File: config.mk
export PLATFORM = sky130hd
export DESIGN_NAME = scratch_stack_ram
export DESIGN_NICKNAME = d
export VERILOG_FILES = /design/src/rtl/scratch_stack_ram.sv
export SDC_FILE = /design/constraint.sdc
export NUM_CORES = 2
export LEC_CHECK = 0
export ABC_AREA = 1
export CAP_MARGIN = 20
export CORE_MARGIN = 2
export CORE_UTILIZATION = 45
export DETAILED_ROUTE_END_ITERATION = 6
export PLACE_DENSITY_LB_ADDON = 0.15
export SETUP_SLACK_MARGIN = 0.3
export SYNTH_ARGS = -nofsm -noshare
export SYNTH_HDL_FRONTEND = slang
export SYNTH_SLANG_ARGS = --single-unit
File: constraint.sdc
create_clock -name CLK -period 9.3 [get_ports CLK]
set_clock_uncertainty 0.2 [all_clocks]
set_input_delay 2.325 -clock CLK [delete_from_list [all_inputs] [get_ports CLK]]
set_output_delay 2.325 -clock CLK [all_outputs]
set_load 0.02 [all_outputs]
File: src/rtl/scratch_stack_ram.sv
// scratch_stack_ram: scratch RAM with a descending hardware stack, sticky error flags
// and a post-reset clear sequencer.
module scratch_stack_ram #(
    parameter int DATA_WIDTH     = 10,
    parameter int ADDR_WIDTH     = 8,
    parameter int CLEAR_ON_RESET = 1
) (
    input  logic                  CLK,
    input  logic                  RST,
    input  logic [DATA_WIDTH-1:0] DATA_IN,
    input  logic                  SCR_WE,
    input  logic [ADDR_WIDTH-1:0] SCR_ADDR,
    input  logic                  PUSH,
    input  logic                  POP,
    input  logic                  SP_LD,
    input  logic [ADDR_WIDTH-1:0] SP_DATA,
    input  logic                  ERR_CLR,
    output logic [DATA_WIDTH-1:0] DATA_OUT,
    output logic [ADDR_WIDTH-1:0] SP_OUT,
    output logic                  BUSY,
    output logic                  STK_EMPTY,
    output logic                  STK_FULL,
    output logic                  OVF,
    output logic                  UNF,
    output logic                  ILL
);
    localparam int DEPTH = 2 ** ADDR_WIDTH;
    localparam logic [ADDR_WIDTH:0]   FULL = (ADDR_WIDTH + 1)'(DEPTH);
    localparam logic [ADDR_WIDTH-1:0] LAST = ADDR_WIDTH'(DEPTH - 1);

    typedef enum logic {INIT, READY} state_t;

    state_t                state_q, state_d;
    logic [ADDR_WIDTH-1:0] sp_q, sp_d, clr_q, clr_d, wa;
    logic [ADDR_WIDTH:0]   cnt_q, cnt_d;
    logic                  ovf_q, ovf_d, unf_q, unf_d, ill_q, ill_d, we;
    logic [DATA_WIDTH-1:0] wd;
    logic [DATA_WIDTH-1:0] mem [DEPTH];

    always_ff @(posedge CLK or posedge RST) begin
        if (RST) begin
            state_q <= CLEAR_ON_RESET != 0 ? INIT : READY;
            sp_q    <= '0;
            cnt_q   <= '0;
            clr_q   <= '0;
            ovf_q   <= 1'b0;
            unf_q   <= 1'b0;
            ill_q   <= 1'b0;
        end else begin
            state_q <= state_d;
            sp_q    <= sp_d;
            cnt_q   <= cnt_d;
            clr_q   <= clr_d;
            ovf_q   <= ovf_d;
            unf_q   <= unf_d;
            ill_q   <= ill_d;
        end
    end

    // Writes are blocked while reset is held so the clear always restarts cleanly.
    always_ff @(posedge CLK) begin
        if (we && !RST) mem[wa] <= wd;
    end

    always_comb begin
        state_d = state_q;
        sp_d    = sp_q;
        cnt_d   = cnt_q;
        clr_d   = clr_q;
        ovf_d   = ovf_q;
        unf_d   = unf_q;
        ill_d   = ill_q;
        we      = 1'b0;
        wa      = SCR_ADDR;
        wd      = DATA_IN;
        if (state_q == INIT) begin
            we    = 1'b1;
            wa    = clr_q;
            wd    = '0;
            clr_d = clr_q + 1'b1;
            if (clr_q == LAST) state_d = READY;
        end else begin
            // Clear first so a same-cycle error set below wins.
            if (ERR_CLR) begin
                ovf_d = 1'b0;
                unf_d = 1'b0;
                ill_d = 1'b0;
            end
            if (SP_LD) begin
                sp_d  = SP_DATA;
                cnt_d = '0;
            end else if (PUSH && POP) begin
                ill_d = 1'b1;
            end else if (PUSH) begin
                we    = 1'b1;
                wa    = sp_q - 1'b1;
                sp_d  = sp_q - 1'b1;
                ovf_d = (cnt_q == FULL) ? 1'b1 : ovf_d;
                cnt_d = (cnt_q == FULL) ? cnt_q : cnt_q + 1'b1;
            end else if (POP) begin
                sp_d  = sp_q + 1'b1;
                unf_d = (cnt_q == '0) ? 1'b1 : unf_d;
                cnt_d = (cnt_q == '0) ? cnt_q : cnt_q - 1'b1;
            end else if (SCR_WE) begin
                we = 1'b1;
            end
        end
    end

    assign DATA_OUT  = (state_q == INIT) ? '0 : mem[POP ? sp_q : SCR_ADDR];
    assign SP_OUT    = sp_q;
    assign BUSY      = state_q == INIT;
    assign STK_EMPTY = cnt_q == '0;
    assign STK_FULL  = cnt_q == FULL;
    assign OVF       = ovf_q;
    assign UNF       = unf_q;
    assign ILL       = ill_q;
endmodule

==> results.json <==
{
  "first_pass_iters": 6,
  "die_y_um": 489,
  "cts.hold.buffers_added": 0,
  "rsz0062_at_grt": "false",
  "grt_pass1_vias": 66700,
  "io_buffers": 56,
  "maxSlewHeadroom_pct": 21.9,
  "fin_crit_sh_pct": 96.4,
  "clkSlewWorstSetupHoldPaths_ns": 0.06,
  "ys_types": 44,
  "fp-row-count": 178,
  "start_kind": "input port",
  "drt.antenna.violating_nets": 0,
  "yosys_warnings": 0,
  "synth_seq_cells": 2589,
  "globalplace.congestion": 0.858,
  "grt_max_degree": 169,
  "cp-end-kind": "output pin",
  "r2r_cells": 9,
  "start_util_pct": 45.1,
  "synth_edf_count": 2560,
  "setup_viol": 0,
  "cap_violations": 0,
  "viasPerCell": 5.76,
  "timing.fmax_ghz": 0.112,
  "cts_tree": "yes",
  "core_um2": 235000,
  "synth_area_um2": 106000,
  "clock_path_buffers": 4,
  "cts_max_level": 5,
  "synth-async-reset-ratio_pct": 1.12,
  "status": "finished, final reports clean",
  "r2r_slack_ns": 4.53,
  "cp-startpoint": "POP",
  "drt-initial-drc-count": 8478,
  "timing.critical_path.mode_cell": "nand3_1",
  "die_w_um": 489,
  "power_density_nw_per_um2": 210,
  "synthCells": 8974,
  "finalNetCount": 8953,
  "reg2reg_to": "mem[220][4]$_DFFE_PP_",
  "wl_per_cell_um": 25.4,
  "grt_usage_pct": 25.8,
  "total_power_mw": 25.0,
  "ys_seq_area_share_pct": 73.3,
  "synth_nets": 9018,
  "cts_made_buffers": 289,
  "clk_root_buffer_cell": "clkbuf_16",
  "drt-total-wl_mm": 312,
  "drive_above_1_share_pct": 7.14,
  "clock_sinks": 2589,
  "antenna_found_initial": 9,
  "hold_viol": 0,
  "ioPinCount": 57,
  "tightestPinTransition_ns": 1.17,
  "worst_ep_required_time_ns": 6.78,
  "multiInputGateArea_um2": 25200,
  "ir_drop_uv": 206,
  "path_max_fanout": 77,
  "r2r-start": "state_q$_DFF_PP0_",
  "hold_path_class": "reg -> reg",
  "vias": 70600,
  "grt_overflow": 0,
  "finalCriticalPeriod_ns": 8.96,
  "min_path_cells": 1,
  "dieArea_um2": 239000,
  "cp_cell_sequence": "clkdlybuf4s50_1 -> buf_4 -> o21ai_4 -> inv_8 -> buf_12 -> nand3_1 -> nand3_1 -> nand3_1 -> nand3_1 -> nand2_1 -> nor2_1 -> nor2_1 -> nor2_2 -> buf_12",
  "arrival_ns": 6.44,
  "fill_cells": 20300,
  "crit_end": "DATA_OUT[3]",
  "register_area_um2": 77600,
  "synth_area_per_cell_um2": 11.8,
  "grt_pass1_wl_mm": 457,
  "syn_to_final_growth_pct": 12.5,
  "drc": 0,
  "max_stage_delay_ns": 0.58,
  "slowest_stage": "o21ai_4",
  "crit_type": "in -> out",
  "leakage_nw": 39.0,
  "slew_violations": 0,
  "synthFlopType": "edfxtp_1",
  "clk_latency_ns": 0.93,
  "setup_tns_ns": 0,
  "dpl.hpwl_mm": 173
}
[logic make-up after synthesis]
kind of cell	share of synthesized area [%]
AO/OA/AOI/OAI	0.446
buffers and inverters	3.02
XOR/XNOR	0.124
adder cells (fa/ha/maj)	0.137
AND/OR/NAND/NOR	23.0
flip-flops	73.3
[critical path, delay by kind of cell]
family / cells / cell delay [ns]
AND/OR/NAND/NOR: 8 / 1.81
buffers and inverters: 5 / 1.58
AO/OA/AOI/OAI: 1 / 0.58
[where the power goes]
group          switching [mW]  internal [mW]  total, mW
sequential          0.0000822           12.6       12.6
clock                    4.47           6.37       10.8
combinational            1.08          0.440       1.52
total                    5.55           19.4       25.0
[cell usage after synthesis, types with 2 or more instances]
master	count	area, um2
o211ai_1	5	37.5
edfxtp_1	2560	76900
xnor2_1	2	17.5
o22ai_1	7	43.8
a31oi_1	2	12.5
nand4_1	13	81.3
nand3_1	2623	13100
xor2_1	13	114
nand2_1	2587	9710
clkinv_1	2	7.51
a21oi_1	12	60.1
nand2_2	8	50.1
inv_1	89	334
o21ai_2	5	43.8
o31ai_1	2	15.0
buf_2	387	1940
buf_1	36	135
clkbuf_1	186	698
nor2_1	317	1190
buf_4	5	37.5
inv_2	12	45.0
o21ai_0	26	130
o21ai_1	10	50.1
nor3_4	3	48.8
nor2_2	2	12.5
or2_1	4	25.0
nor3_2	2	20.0
dfrtp_1	29	726
ha_1	10	125
[placed cells by master (no fill, tap or decap), types with 15 or more instances in the layout]
master,n
edfxtp_1,2560
nand3_1,2622
dfrtp_1,29
nor2_1,309
inv_1,79
bufinv_16,20
nand2_1,2575
clkdlybuf4s50_1,46
clkinv_2,35
buf_12,80
clkbuf_16,297
nand2_2,15
clkbuf_1,64
buf_4,124
clkinv_1,60
o21ai_0,23
[layer usage]
metal	track usage, %	vias to the layer above	part of all wire, %
met5	0	-	0
met4	8.44	0	3.2
met3	4.20	463	8.4
met2	39.1	3150	46
met1	37.9	35200	43
li1	-	31800	-
[layout make-up]
cell class | count | area share (%)
Multi-Input combinational cell | 5668 | 21.2
Timing Repair Buffer | 258 | 2.62
Inverter | 103 | 0.399
Clock buffer | 363 | 6.46
Sequential cell | 2589 | 65.1
Tap cell | 3150 | 3.31
Antenna cell | 2 | 0.00420
Clock inverter | 122 | 0.894
[what timing repair did]
action | CTS | global route
pin swaps | 0 | 1
resized for setup | 3 | 9
setup buffers | 0 | 2
endpoints found under the setup margin | 3 | 7
[state kept, by name (all words and copies together) (netlist names)]
| register | flops |
|---|---|
| SP_OUT | 8 |
| ILL | 1 |
| UNF | 1 |
| mem | 2560 |
| clr_q | 8 |
| cnt_q | 9 |
| state_q | 1 |
| OVF | 1 |
[per-stage QoR]
| stage | utilization (%) | hold WS (ns) | cell area [um2] | instances | worst slack, ns |
|---|---|---|---|---|---|
| after floorplan | - | 0.242 | 106000 | 8974 | 2.70 |
| after global placement | 47.0 | 0.259 | 110000 | 11800 | 0.257 |
| after detailed placement | 47.0 | 0.259 | 110000 | 11800 | 0.252 |
| after CTS | 50.7 | 0.270 | 119000 | 12200 | 0.301 |
| after global routing | 50.8 | 0.293 | 119000 | 12300 | 0.323 |
| final | 50.8 | 0.274 | 119000 | 12300 | 0.338 |
[worst min-delay path by stage]
stage | startpoint | to
4_1_cts | clr_q[7]$_DFFE_PP0N_ | clr_q[7]$_DFFE_PP0N_
3_5_place_dp | clr_q[7]$_DFFE_PP0N_ | clr_q[7]$_DFFE_PP0N_
6_report | clr_q[7]$_DFFE_PP0N_ | clr_q[7]$_DFFE_PP0N_
5_1_grt | clr_q[7]$_DFFE_PP0N_ | clr_q[7]$_DFFE_PP0N_
2_1_floorplan | clr_q[7]$_DFFE_PP0N_ | clr_q[7]$_DFFE_PP0N_
3_3_place_gp | clr_q[7]$_DFFE_PP0N_ | clr_q[7]$_DFFE_PP0N_
(Power assumes the default switching activity.)
